--- src/rtl/systolic_pkg.sv ---
// Shared types and constants for the systolic array front end.
package systolic_pkg;

    typedef enum logic [1:0] {
        IDLE,
        STREAM,
        FLUSH,
        DONE
    } feeder_state_e;

    localparam int FEEDER_CNT_W = 16;

endpackage

--- src/rtl/systolic_delay_line.sv ---
// Enable-gated shift register: DEPTH+1 stages, so DEPTH=0 is a single output register.
module systolic_delay_line #(
    parameter int DEPTH = 0,
    parameter int W     = 8
) (
    input  logic         clk_i,
    input  logic         rst_i,
    input  logic         en_i,
    input  logic [W-1:0] d_i,
    output logic [W-1:0] q_o
);

    localparam int CHAIN_W = (DEPTH + 1) * W;

    // Stage k lives at [k*W +: W]; new data always enters stage 0.
    logic [CHAIN_W-1:0] chain_q, chain_d;

    always_comb begin
        // NOTE: hold is the default so the enable-low path never infers a latch.
        chain_d = chain_q;
        if (en_i) begin
            chain_d = (chain_q << W) | CHAIN_W'(d_i);
        end
    end

    // NOTE: the chain is a handful of flops, not a RAM, so clearing it on reset is cheap and required.
    always_ff @(posedge clk_i or negedge rst_i) begin
        if (!rst_i) begin
            chain_q <= '0;
        end else begin
            // NOTE: non-blocking so every stage samples its neighbour's pre-edge value.
            chain_q <= chain_d;
        end
    end

    assign q_o = chain_q[DEPTH*W +: W];

endmodule

--- src/rtl/systolic_skew_feeder.sv ---
// Skews row vectors into a diagonal wavefront for the systolic array west edge.
// Optional beat/stall counters are built only when SYSTOLIC_FEEDER_STATS_EN is defined.
module systolic_skew_feeder
    import systolic_pkg::*;
#(
    parameter int N  = 4,
    parameter int DW = 8
) (
    input  logic                    clk_i,
    input  logic                    rst_i,
    input  logic                    s_valid_i,
    output logic                    s_ready_o,
    input  logic [N*DW-1:0]         s_data_i,
    input  logic                    s_last_i,
    input  logic                    stall_i,
    output logic                    a_en_o,
    output logic [N*DW-1:0]         a_data_o,
    output logic [N-1:0]            a_valid_o,
    output logic                    done_o,
    output logic [FEEDER_CNT_W-1:0] beats_o,
    output logic [FEEDER_CNT_W-1:0] stalls_o
);

    localparam int CNT_W = (N > 1) ? $clog2(N) : 1;

    feeder_state_e    state_q, state_d;
    logic [CNT_W-1:0] flush_cnt_q, flush_cnt_d;
    logic             accept;
    logic [N*DW-1:0]  lane_data;

    always_comb begin
        state_d     = state_q;
        flush_cnt_d = flush_cnt_q;
        s_ready_o   = 1'b0;
        accept      = 1'b0;
        a_en_o      = 1'b0;
        case (state_q)
            IDLE, STREAM: begin
                s_ready_o = !stall_i;
                accept    = s_valid_i & !stall_i;
                a_en_o    = accept;
                if (accept) begin
                    if (!s_last_i) begin
                        state_d = STREAM;
                    end else if (N == 1) begin
                        state_d = DONE;
                    end else begin
                        state_d     = FLUSH;
                        flush_cnt_d = CNT_W'(N - 1);
                    end
                end
            end
            FLUSH: begin
                if (!stall_i) begin
                    a_en_o      = 1'b1;
                    flush_cnt_d = flush_cnt_q - CNT_W'(1);
                    if (flush_cnt_q == CNT_W'(1)) begin
                        state_d = DONE;
                    end
                end
            end
            DONE:    state_d = IDLE;
            default: state_d = IDLE;
        endcase
    end

    always_ff @(posedge clk_i or negedge rst_i) begin
        if (!rst_i) begin
            state_q     <= IDLE;
            flush_cnt_q <= '0;
        end else begin
            state_q     <= state_d;
            flush_cnt_q <= flush_cnt_d;
        end
    end

    assign done_o = (state_q == DONE);

    // Flush advances inject a zero element with valid low into every lane.
    assign lane_data = accept ? s_data_i : '0;

    for (genvar i = 0; i < N; i++) begin : g_lane
        logic [DW:0] lane_q;

        systolic_delay_line #(
            .DEPTH(i),
            .W    (DW + 1)
        ) u_dly (
            .clk_i(clk_i),
            .rst_i(rst_i),
            .en_i (a_en_o),
            .d_i  ({accept, lane_data[i*DW +: DW]}),
            .q_o  (lane_q)
        );

        assign a_valid_o[i]        = lane_q[DW];
        assign a_data_o[i*DW +: DW] = lane_q[DW-1:0];
    end

`ifdef SYSTOLIC_FEEDER_STATS_EN
    logic [FEEDER_CNT_W-1:0] beats_q, beats_d;
    logic [FEEDER_CNT_W-1:0] stalls_q, stalls_d;

    always_comb begin
        beats_d  = beats_q;
        stalls_d = stalls_q;
        if (accept && (beats_q != '1)) begin
            beats_d = beats_q + FEEDER_CNT_W'(1);
        end
        if (stall_i && (s_valid_i || (state_q == FLUSH)) && (stalls_q != '1)) begin
            stalls_d = stalls_q + FEEDER_CNT_W'(1);
        end
    end

    always_ff @(posedge clk_i or negedge rst_i) begin
        if (!rst_i) begin
            beats_q  <= '0;
            stalls_q <= '0;
        end else begin
            beats_q  <= beats_d;
            stalls_q <= stalls_d;
        end
    end

    assign beats_o  = beats_q;
    assign stalls_o = stalls_q;
`else
    assign beats_o  = '0;
    assign stalls_o = '0;
`endif

endmodule

--- config.mk ---
export PLATFORM = sky130hd
export DESIGN_NAME = systolic_skew_feeder
export DESIGN_NICKNAME = d
export VERILOG_FILES = /design/src/rtl/systolic_pkg.sv /design/src/rtl/systolic_delay_line.sv /design/src/rtl/systolic_skew_feeder.sv
export SDC_FILE = /design/constraint.sdc
export NUM_CORES = 1
export LEC_CHECK = 0
export BUFFER_PORTS_ARGS = -buffer_cell sky130_fd_sc_hd__clkbuf_2
export CAP_MARGIN = 20
export CELL_PAD_IN_SITES_DETAIL_PLACEMENT = 1
export CELL_PAD_IN_SITES_GLOBAL_PLACEMENT = 1
export CORE_AREA = 2 2 119 121
export CTS_CLUSTER_DIAMETER = 40
export DETAILED_ROUTE_END_ITERATION = 16
export DIE_AREA = 0 0 121 123
export GPL_ROUTABILITY_DRIVEN = 0
export PLACE_DENSITY = 0.56
export SETUP_SLACK_MARGIN = 0.5
export SLEW_MARGIN = 10
export SYNTH_ARGS = -nofsm -noshare
export SYNTH_HDL_FRONTEND = slang
export SYNTH_SLANG_ARGS = --single-unit
--- constraint.sdc ---
create_clock -name clk_i -period 3 [get_ports clk_i]
set_clock_uncertainty 0.1 [all_clocks]
set_input_delay 0.15 -clock clk_i [delete_from_list [all_inputs] [get_ports clk_i]]
set_output_delay 0.15 -clock clk_i [all_outputs]
set_load 0.02 [all_outputs]
==> flow_results.xml, run 1 <==
<?xml version="1.0" encoding="UTF-8"?>
<metrics>
  <group name="critical_path">
    <metric name="critPathBufInv" unit="">2</metric>
    <metric name="critical_path.top_delay_family" unit="">buffers and inverters</metric>
    <metric name="worst-path-stages" unit="">4</metric>
    <metric name="r2r-start" unit="">state_q[1]</metric>
    <metric name="critical-path-max-stage-delay" unit="ns">0.55</metric>
    <metric name="worst_path_max_fanout" unit="">40</metric>
    <metric name="end_kind" unit="">output port</metric>
    <metric name="worstPathArrival" unit="ns">1.98</metric>
    <metric name="required_time_at_the_worst_slack_endpoint" unit="ns">2.75</metric>
    <metric name="timing.critical_path.slowest_stage_cell" unit="">sky130_fd_sc_hd__dfrtp_1</metric>
    <metric name="worst_r2r_path_depth" unit="">4</metric>
    <metric name="startpoint_of_the_most_critical_setup_path" unit="">state_q[1]</metric>
    <metric name="worstSetupPathType" unit="">flip-flop to output port</metric>
    <metric name="cp-start-kind" unit="">flip-flop</metric>
    <metric name="regToRegSetupSlack" unit="ns">0.98</metric>
    <metric name="cp_cell_sequence" unit="">nand2b_1, a21o_2, inv_6, clkbuf_2</metric>
  </group>
  <group name="sta">
    <metric name="finalWorstSetupSlack" unit="ns">0.7654</metric>
    <metric name="timing_max_transition_violations_final" unit="">0</metric>
    <metric name="maxSlewHeadroom" unit="">0.6073</metric>
    <metric name="minimum_clock_period_after_layout" unit="ns">2.235</metric>
    <metric name="fmax" unit="MHz">447.5</metric>
    <metric name="hold_viol" unit="">0</metric>
    <metric name="setup_viol" unit="">0</metric>
    <metric name="max_slew.worst_pin.slew" unit="ns">0.5891</metric>
    <metric name="grt_setup_unrepaired" unit="">false</metric>
    <metric name="finalSetupTns" unit="ns">0</metric>
    <metric name="timing.final.crit_share" unit="">0.7449</metric>
  </group>
  <group name="placed_design">
    <metric name="placement.setup.worst_slack" unit="ns">1.005</metric>
    <metric name="port_buffers" unit="">75</metric>
    <metric name="dp_hpwl" unit="um">5106</metric>
  </group>
  <group name="clock_tree">
    <metric name="clkTransAtPathRegs" unit="ns">0.06</metric>
    <metric name="clockBufferDepth" unit="">2</metric>
    <metric name="tritoncts" unit="">done</metric>
    <metric name="cts_made_buffers" unit="">9</metric>
    <metric name="postCtsSetupBuffers" unit="">0</metric>
    <metric name="clk_sinks" unit="">88</metric>
    <metric name="ctsRootBufferMaster" unit="">sky130_fd_sc_hd__clkbuf_16</metric>
    <metric name="cts_max_level" unit="">3</metric>
    <metric name="insertion_delay" unit="ns">0.33</metric>
    <metric name="cts_hold_buf" unit="">34</metric>
    <metric name="cts_resized" unit="">0</metric>
  </group>
  <group name="drt">
    <metric name="route.vias.total" unit="">2243</metric>
    <metric name="routed_wire_length_per_instance" unit="um">14.68</metric>
    <metric name="drc" unit="">0</metric>
    <metric name="routed_via_density" unit="">4.177</metric>
    <metric name="maxUsedRoutingLayer" unit="">met4</metric>
    <metric name="drt-pass1-iter-count" unit="">4</metric>
    <metric name="drt_iter0_markers" unit="">77</metric>
    <metric name="routed_wire_length_on_met3" unit="um">342</metric>
    <metric name="detailroute.wirelength.met2" unit="um">3944</metric>
    <metric name="detail_route.wirelength" unit="um">7883</metric>
    <metric name="antenna_viol_nets_final" unit="">0</metric>
    <metric name="total_routed_wire_length_on_the_met1_layer" unit="um">3462</metric>
  </group>
  <group name="final_layout">
    <metric name="syn_to_final_growth" unit="%">19.74</metric>
    <metric name="final_net_count" unit="">393</metric>
    <metric name="layout.cells.most_common" unit="">sky130_fd_sc_hd__dfrtp_1</metric>
    <metric name="layout-drive-gt1-share" unit="">0.4062</metric>
    <metric name="final_cell_mix" unit="">88 x sky130_fd_sc_hd__dfrtp_1, 74 x sky130_fd_sc_hd__clkbuf_2, 47 x sky130_fd_sc_hd__mux2_4, 34 x sky130_fd_sc_hd__dlygate4sd3_1</metric>
    <metric name="postLayoutCoreUtil" unit="">0.3523</metric>
    <metric name="antenna_cells_inserted" unit="">0</metric>
    <metric name="filler_cell_count" unit="">1454</metric>
  </group>
  <group name="yosys">
    <metric name="synth_warnings" unit="">0</metric>
    <metric name="syn_avg_cell_area" unit="um^2">14.67</metric>
    <metric name="post_synth_main_area_contributors" unit="">sky130_fd_sc_hd__dfrtp_1 55%, sky130_fd_sc_hd__mux2_4 18%, sky130_fd_sc_hd__buf_4 11%, sky130_fd_sc_hd__a22o_1 7.0%, sky130_fd_sc_hd__buf_12 2.0%</metric>
    <metric name="synthesis.area" unit="um^2">4005</metric>
    <metric name="cell_type_contributing_the_most_total_cell_area_after_synthesis" unit="">sky130_fd_sc_hd__dfrtp_1</metric>
    <metric name="synth_cell_type_count" unit="">27</metric>
    <metric name="seq_area_frac_synth" unit="">0.5498</metric>
    <metric name="postSynthRegisterBits" unit="">88</metric>
    <metric name="synth.top_cell.area_share" unit="">0.5498</metric>
    <metric name="syn_inst" unit="">273</metric>
  </group>
  <group name="power_and_ir_drop">
    <metric name="pwr_density_cell" unit="nW/um^2">1044</metric>
    <metric name="power.leakage" unit="nW">2.421</metric>
    <metric name="power.ir.vdd_worst" unit="V">0.0002828</metric>
    <metric name="p_seq_frac" unit="">0.421</metric>
    <metric name="switching_share" unit="">0.3243</metric>
    <metric name="netSwitchingPower" unit="W">0.001623</metric>
    <metric name="comb_power_share" unit="">0.365</metric>
    <metric name="internal_power" unit="W">0.003383</metric>
    <metric name="p_clk_frac" unit="">0.214</metric>
  </group>
  <group name="die">
    <metric name="die_width" unit="um">121</metric>
    <metric name="floorplan.core_area" unit="um^2">13610</metric>
    <metric name="io_pins" unit="">108</metric>
    <metric name="fp-row-count" unit="">43</metric>
    <metric name="fp.dieArea" unit="um^2">14880</metric>
    <metric name="start_util" unit="">0.2942</metric>
    <metric name="die_height" unit="um">123</metric>
  </group>
  <group name="global_route">
    <metric name="grt_antenna_before_repair" unit="">0</metric>
    <metric name="grt_pass1_vias" unit="">2407</metric>
    <metric name="global_route.overflow_total" unit="">0</metric>
    <metric name="grt_max_degree" unit="">47</metric>
    <metric name="grt_pass1_wl" unit="um">12820</metric>
    <metric name="grtUsageTotal" unit="">0.1127</metric>
  </group>
  <group name="run">
    <metric name="maxCapViolCount" unit="">0</metric>
  </group>
  <group name="min_path">
    <metric name="hold_path.class" unit="">primary input to flip-flop</metric>
    <metric name="worst_hold_startpoint" unit="">stall_i</metric>
    <metric name="hold_depth" unit="">2</metric>
  </group>
  <group name="run_status">
    <metric name="run_status" unit="">completed</metric>
  </group>
</metrics>
-- sequential cells by signal, summed over array words and instances (netlist names) --
name	cells
g_lane.u_dly.q_o	8
g_lane.u_dly.chain_q	76
state_q	2
flush_cnt_q	2
-- worst reg2reg max path, stage by stage (launching register included) --
cell and delay, ns:
sky130_fd_sc_hd__dfrtp_1 0.55, sky130_fd_sc_hd__nand2b_1 0.16, sky130_fd_sc_hd__a21o_2 0.17, sky130_fd_sc_hd__buf_4 0.50
sky130_fd_sc_hd__mux2_2 0.42
-- metrics by stage --
step | power, W | hold slack (ns) | instances | cell area, um^2
detailed placement | 0.003941 | 0.09700 | 490 | 4179
floorplan | 0.003772 | -0.2456 | 304 | 4121
finish | 0.005006 | 0.1023 | 537 | 4796
global route | 0.005313 | 0.1115 | 537 | 4796
CTS | 0.005083 | 0.08285 | 537 | 4796
global placement | 0.003866 | 0.09589 | 490 | 4179
-- layout make-up --
cell class / count / area (um^2) / share of cell area
Clock buffer: 12 / 246.5 / 0.05140
Clock inverter: 1 / 30.03 / 0.006261
Inverter: 3 / 16.27 / 0.003392
Multi-Input combinational cell: 139 / 1320 / 0.2752
Sequential cell: 88 / 2202 / 0.4592
Tap cell: 180 / 225.2 / 0.04696
Timing Repair Buffer: 114 / 755.7 / 0.1576
-- power by group through the flow --
stage	combinational [W]	sequential, W	clock, W
finish	0.00183	0.00211	0.00107
global route	0.00197	0.00220	0.00115
CTS	0.00185	0.00212	0.00111
detailed placement	0.00181	0.00213	0
global placement	0.00177	0.00210	0
floorplan	0.00173	0.00205	0
-- cells in the mapped netlist --
cell type and instances:
sky130_fd_sc_hd__ha_1 1, sky130_fd_sc_hd__nor2b_1 1, sky130_fd_sc_hd__nor3_1 1, sky130_fd_sc_hd__o32ai_1 1, sky130_fd_sc_hd__buf_6 2, sky130_fd_sc_hd__inv_6 1
sky130_fd_sc_hd__nor3b_1 1, sky130_fd_sc_hd__mux2_2 4, sky130_fd_sc_hd__nor3b_2 1, sky130_fd_sc_hd__o21ai_0 2, sky130_fd_sc_hd__buf_2 3, sky130_fd_sc_hd__and2_1 1
sky130_fd_sc_hd__a21oi_1 2, sky130_fd_sc_hd__dfrtp_1 88, sky130_fd_sc_hd__conb_1 1, sky130_fd_sc_hd__nand2b_1 4, sky130_fd_sc_hd__clkbuf_1 4, sky130_fd_sc_hd__a2bb2oi_1 2
sky130_fd_sc_hd__buf_4 61, sky130_fd_sc_hd__mux2_4 47, sky130_fd_sc_hd__a21o_1 2, sky130_fd_sc_hd__nor2_1 2, sky130_fd_sc_hd__a22o_1 32, sky130_fd_sc_hd__inv_1 2
sky130_fd_sc_hd__buf_12 4, sky130_fd_sc_hd__nand2_1 2, sky130_fd_sc_hd__mux2i_1 1
-- final timing paths --
kind                                                to
max                                             a_en_o
min in group asynchronous  g_lane[3].u_dly.chain_q[29]
min                                         state_q[0]
min reg2reg                g_lane[2].u_dly.chain_q[24]
max in group asynchronous  g_lane[3].u_dly.chain_q[32]
max reg2reg                g_lane[3].u_dly.chain_q[34]
-- per-layer routing --
metal | vias up | GRT usage
li1 | 1023 | -
met5 | - | 0
met4 | 0 | 0.05451
met2 | 65 | 0.1833
met3 | 10 | 0.02260
met1 | 1145 | 0.1441
-- logic make-up (layout without fill, tap and decap cells) --
kind of cell / count (synthesis) / count (layout) / synth area share
flip-flops: 88 / 88 / 0.5498
buffers and inverters: 77 / 130 / 0.1515
multiplexers: 52 / 52 / 0.1899
AO/OA/AOI/OAI: 41 / 41 / 0.08529
AND/OR/NAND/NOR: 13 / 13 / 0.01937
adder cells (fa/ha/maj): 1 / 1 / 0.003124
other: 1 / 32 / 0.0009363
(Power assumes the default switching activity.)
==> inputs of run 2 (changes only) <==
--- a/config.mk
+++ b/config.mk
@@ -5,16 +5,17 @@
 export SDC_FILE = /design/constraint.sdc
 export NUM_CORES = 1
 export LEC_CHECK = 0
+export ABC_AREA = 1
 export BUFFER_PORTS_ARGS = -buffer_cell sky130_fd_sc_hd__clkbuf_2
 export CAP_MARGIN = 20
 export CELL_PAD_IN_SITES_DETAIL_PLACEMENT = 1
 export CELL_PAD_IN_SITES_GLOBAL_PLACEMENT = 1
-export CORE_AREA = 2 2 119 121
+export CORE_AREA = 2 2 118 120
 export CTS_CLUSTER_DIAMETER = 40
 export DETAILED_ROUTE_END_ITERATION = 16
-export DIE_AREA = 0 0 121 123
+export DIE_AREA = 0 0 120 122
 export GPL_ROUTABILITY_DRIVEN = 0
-export PLACE_DENSITY = 0.56
+export PLACE_DENSITY = 0.61
 export SETUP_SLACK_MARGIN = 0.5
 export SLEW_MARGIN = 10
 export SYNTH_ARGS = -nofsm -noshare
==> constraint.sdc (replaced) <==
create_clock -name clk_i -period 2.2 [get_ports clk_i]
set_clock_uncertainty 0.1 [all_clocks]
set_input_delay 0.11 -clock clk_i [delete_from_list [all_inputs] [get_ports clk_i]]
set_output_delay 0.11 -clock clk_i [all_outputs]
set_load 0.02 [all_outputs]
==> run 2 against run 1 <==
  * Design area up 1.3%
  * Count of clock-buffer cells in the layout up 2
  * Clock power up 38%
==> flow_results.xml, run 2 <==
<?xml version="1.0" encoding="UTF-8"?>
<metrics>
  <group name="run_status">
    <metric name="run_status" unit="">completed</metric>
  </group>
  <group name="global_route">
    <metric name="grt_max_degree" unit="">84</metric>
    <metric name="grtUsageTotal" unit="">0.1264</metric>
    <metric name="global_route.overflow_total" unit="">0</metric>
    <metric name="grt_pass1_wl" unit="um">14420</metric>
    <metric name="grt_pass1_vias" unit="">2990</metric>
    <metric name="grt_antenna_before_repair" unit="">0</metric>
  </group>
  <group name="yosys">
    <metric name="dominant_combinational_cell_family_by_area_after_synthesis" unit="">simple AND/OR/NAND/NOR gates</metric>
    <metric name="asyncSetResetFlopFracSynth" unit="">1.000</metric>
    <metric name="synth.top_cell.area_share" unit="">0.5593</metric>
    <metric name="synthMuxAreaShare" unit="">0</metric>
    <metric name="seq_area_frac_synth" unit="">0.5593</metric>
    <metric name="synth_enable_flop_cells" unit="">0</metric>
    <metric name="synth_warnings" unit="">0</metric>
    <metric name="yosys.area_share.simple" unit="">0.2736</metric>
    <metric name="syn_avg_cell_area" unit="um^2">8.504</metric>
    <metric name="synthesis.area" unit="um^2">3938</metric>
    <metric name="yosys.area_share.adder" unit="">0.003178</metric>
    <metric name="share_of_the_synthesized_area_in_compound_gates_ao_oa_aoi_oai" unit="">0.002542</metric>
    <metric name="synth_cell_count_leaders" unit="">272 x sky130_fd_sc_hd__nand2_1, 88 x sky130_fd_sc_hd__dfrtp_1, 60 x sky130_fd_sc_hd__buf_4</metric>
    <metric name="cell_type_contributing_the_most_total_cell_area_after_synthesis" unit="">sky130_fd_sc_hd__dfrtp_1</metric>
    <metric name="synth_xor_xnor_area_share" unit="">0</metric>
    <metric name="postSynthRegisterBits" unit="">88</metric>
    <metric name="synth_cell_type_count" unit="">15</metric>
    <metric name="prevailing_post_synth_register_cell" unit="">sky130_fd_sc_hd__dfrtp_1</metric>
    <metric name="syn_inst" unit="">463</metric>
    <metric name="post_synth_main_area_contributors" unit="">sky130_fd_sc_hd__dfrtp_1 56%, sky130_fd_sc_hd__nand2_1 26%, sky130_fd_sc_hd__buf_4 11%, sky130_fd_sc_hd__buf_6 2.3%, sky130_fd_sc_hd__buf_2 1.3%</metric>
    <metric name="synthMostInstantiatedCell" unit="">sky130_fd_sc_hd__nand2_1</metric>
  </group>
  <group name="sta">
    <metric name="setup_viol" unit="">0</metric>
    <metric name="max_slew.worst_pin.slew" unit="ns">0.5758</metric>
    <metric name="hold_viol" unit="">0</metric>
    <metric name="grt_setup_unrepaired" unit="">true</metric>
    <metric name="maxSlewHeadroom" unit="">0.6162</metric>
    <metric name="finalSetupTns" unit="ns">0</metric>
    <metric name="timing.final.crit_share" unit="">0.7464</metric>
    <metric name="finalWorstSetupSlack" unit="ns">0.5579</metric>
    <metric name="minimum_clock_period_after_layout" unit="ns">1.642</metric>
    <metric name="fmax" unit="MHz">609.0</metric>
    <metric name="timing_max_transition_violations_final" unit="">0</metric>
  </group>
  <group name="final_layout">
    <metric name="multiInputGateArea" unit="um^2">1225</metric>
    <metric name="antenna_cells_inserted" unit="">0</metric>
    <metric name="sequential_cell_area" unit="um^2">2203</metric>
    <metric name="finalInstanceArea" unit="um^2">4860</metric>
    <metric name="largest_register_ffs" unit="">76</metric>
    <metric name="layout-drive-gt1-share" unit="">0.1942</metric>
    <metric name="final_net_count" unit="">584</metric>
    <metric name="syn_to_final_growth" unit="%">23.42</metric>
    <metric name="final_cell_mix" unit="">272 x sky130_fd_sc_hd__nand2_1, 87 x sky130_fd_sc_hd__dfrtp_1, 73 x sky130_fd_sc_hd__clkbuf_2, 35 x sky130_fd_sc_hd__dlygate4sd3_1, 32 x sky130_fd_sc_hd__conb_1</metric>
    <metric name="postLayoutCoreUtil" unit="">0.3599</metric>
    <metric name="layout.cells.most_common" unit="">sky130_fd_sc_hd__nand2_1</metric>
    <metric name="largest-register" unit="">g_lane.u_dly.chain_q</metric>
    <metric name="filler_cell_count" unit="">1651</metric>
  </group>
  <group name="critical_path">
    <metric name="crit_path_frequent_cell" unit="">sky130_fd_sc_hd__nand2_2</metric>
    <metric name="worstPathArrival" unit="ns">1.43</metric>
    <metric name="regToRegSetupSlack" unit="ns">0.64</metric>
    <metric name="critical_path.top_delay_family" unit="">flip-flops</metric>
    <metric name="critical-path-max-stage-delay" unit="ns">0.45</metric>
    <metric name="timing.critical_path.slowest_stage_cell" unit="">sky130_fd_sc_hd__dfrtp_2</metric>
    <metric name="required_time_at_the_worst_slack_endpoint" unit="ns">1.99</metric>
    <metric name="worstReg2RegEnd" unit="">g_lane[2].u_dly.chain_q[21]</metric>
    <metric name="end_kind" unit="">output port</metric>
    <metric name="worstSetupPathType" unit="">flip-flop to output port</metric>
    <metric name="cp_cell_sequence" unit="">nor2_4, nand2_2, nand2_2, buf_12, clkbuf_4</metric>
    <metric name="critPathBufInv" unit="">2</metric>
    <metric name="worst_path_max_fanout" unit="">13</metric>
    <metric name="worst_r2r_path_depth" unit="">7</metric>
    <metric name="cp-start-kind" unit="">flip-flop</metric>
    <metric name="r2r-start" unit="">state_q[1]</metric>
  </group>
  <group name="power_and_ir_drop">
    <metric name="pwr_density_cell" unit="nW/um^2">1338</metric>
    <metric name="power.ir.vdd_worst" unit="V">0.0005463</metric>
    <metric name="power.leakage" unit="nW">2.780</metric>
  </group>
  <group name="min_path">
    <metric name="worst_hold_startpoint" unit="">stall_i</metric>
    <metric name="min_delay_worst_endpoint" unit="">g_lane[2].u_dly.chain_q[8]</metric>
    <metric name="hold_path.class" unit="">primary input to flip-flop</metric>
    <metric name="hold_depth" unit="">4</metric>
  </group>
  <group name="drt">
    <metric name="routed_wire_length_per_instance" unit="um">12.32</metric>
    <metric name="antenna_viol_nets_final" unit="">0</metric>
    <metric name="route.vias.total" unit="">2965</metric>
    <metric name="drt_iter0_markers" unit="">124</metric>
    <metric name="routed_wire_length_on_met3" unit="um">441</metric>
    <metric name="detail_route.wirelength" unit="um">9007</metric>
    <metric name="drc" unit="">0</metric>
    <metric name="total_routed_wire_length_on_the_met1_layer" unit="um">3873</metric>
    <metric name="detailroute.wirelength.met2" unit="um">4566</metric>
    <metric name="drt-pass1-iter-count" unit="">4</metric>
    <metric name="routed_via_density" unit="">4.056</metric>
    <metric name="maxUsedRoutingLayer" unit="">met4</metric>
  </group>
  <group name="die">
    <metric name="floorplan.core_area" unit="um^2">13500</metric>
    <metric name="start_util" unit="">0.2916</metric>
    <metric name="io_pins" unit="">108</metric>
    <metric name="fp-row-count" unit="">43</metric>
    <metric name="fp.dieArea" unit="um^2">14640</metric>
    <metric name="die_height" unit="um">122</metric>
    <metric name="die_width" unit="um">120</metric>
  </group>
  <group name="clock_tree">
    <metric name="tritoncts" unit="">done</metric>
    <metric name="insertion_delay" unit="ns">0.34</metric>
    <metric name="ctsRootBufferMaster" unit="">sky130_fd_sc_hd__clkbuf_16</metric>
    <metric name="clkTransAtPathRegs" unit="ns">0.06</metric>
    <metric name="clk_sinks" unit="">88</metric>
    <metric name="cts_max_level" unit="">3</metric>
    <metric name="cts_made_buffers" unit="">9</metric>
    <metric name="clockBufferDepth" unit="">2</metric>
  </group>
  <group name="placed_design">
    <metric name="placement.setup.worst_slack" unit="ns">0.6568</metric>
    <metric name="dp_hpwl" unit="um">5381</metric>
    <metric name="placed_cell_area" unit="um^2">4129</metric>
    <metric name="port_buffers" unit="">75</metric>
  </group>
  <group name="run">
    <metric name="maxCapViolCount" unit="">0</metric>
  </group>
</metrics>
[run 2: area by class of cell]
| class | instances | share of cell area |
|---|---|---|
| flip-flops and latches | 88 | 0.4534 |
| multi-input cells | 317 | 0.2521 |
| clock inverters | 2 | 0.002575 |
| clock buffers | 14 | 0.05639 |
| repair buffers | 119 | 0.1807 |
| inverters | 11 | 0.008496 |
| well taps | 180 | 0.04634 |
[run 2: power breakdown]
| group | internal (W) | switching, W |
|---|---|---|
| logic | 0.000800 | 0.00145 |
| registers | 0.00236 | 0.000414 |
| clock network | 0.000857 | 0.000619 |
[run 2: timing repair]
action,4_1_cts,5_1_grt
endpoints found under the setup margin,1,5
gates cloned,0,2
gates resized for setup,6,2
pin swaps,1,0
hold buffers,35,0
endpoints found under the hold margin,75,0
setup buffers,2,0
[run 2: routing by layer]
| layer | vias up | track usage |
|---|---|---|
| met2 | 67 | 0.2188 |
| li1 | 1461 | - |
| met5 | - | 0 |
| met3 | 11 | 0.04307 |
| met4 | 0 | 0.04191 |
| met1 | 1426 | 0.1469 |
[run 2: tightest hold or removal path: stages]
cell and delay [ns]:
sky130_fd_sc_hd__clkbuf_2 0.14, sky130_fd_sc_hd__nor2_4 0.04, sky130_fd_sc_hd__nand2_2 0.07, sky130_fd_sc_hd__nand2_1 0.05
[run 2: per-stage QoR]
stage          hold slack, ns  cells  total power, W
5_1_grt               0.02487    731        0.007046
6_report              0.01907    731        0.006501
4_1_cts               0.01534    729        0.006526
3_3_place_gp          0.04260    676        0.004819
3_5_place_dp          0.05021    676        0.004910
2_1_floorplan         -0.2856    494        0.004591
[run 2: worst max path at each step]
stage                from                          end  slack (ns)  cells after the start
2_1_floorplan  state_q[1]  g_lane[2].u_dly.chain_q[17]        0.70                      9
3_3_place_gp   state_q[1]                       a_en_o        0.72                      4
3_5_place_dp   state_q[1]                       a_en_o        0.66                      4
4_1_cts        state_q[1]                       a_en_o        0.53                      5
5_1_grt        state_q[0]                       a_en_o        0.46                      5
6_report       state_q[1]                       a_en_o        0.56                      5
[run 2: cell families after synthesis]
logic type                 Yosys count
and+or+nand+nor                    282
buffers and inverters               89
DFF                                 88
AOI/OAI and AO/OA                    2
adders and majority gates            1
other                                1
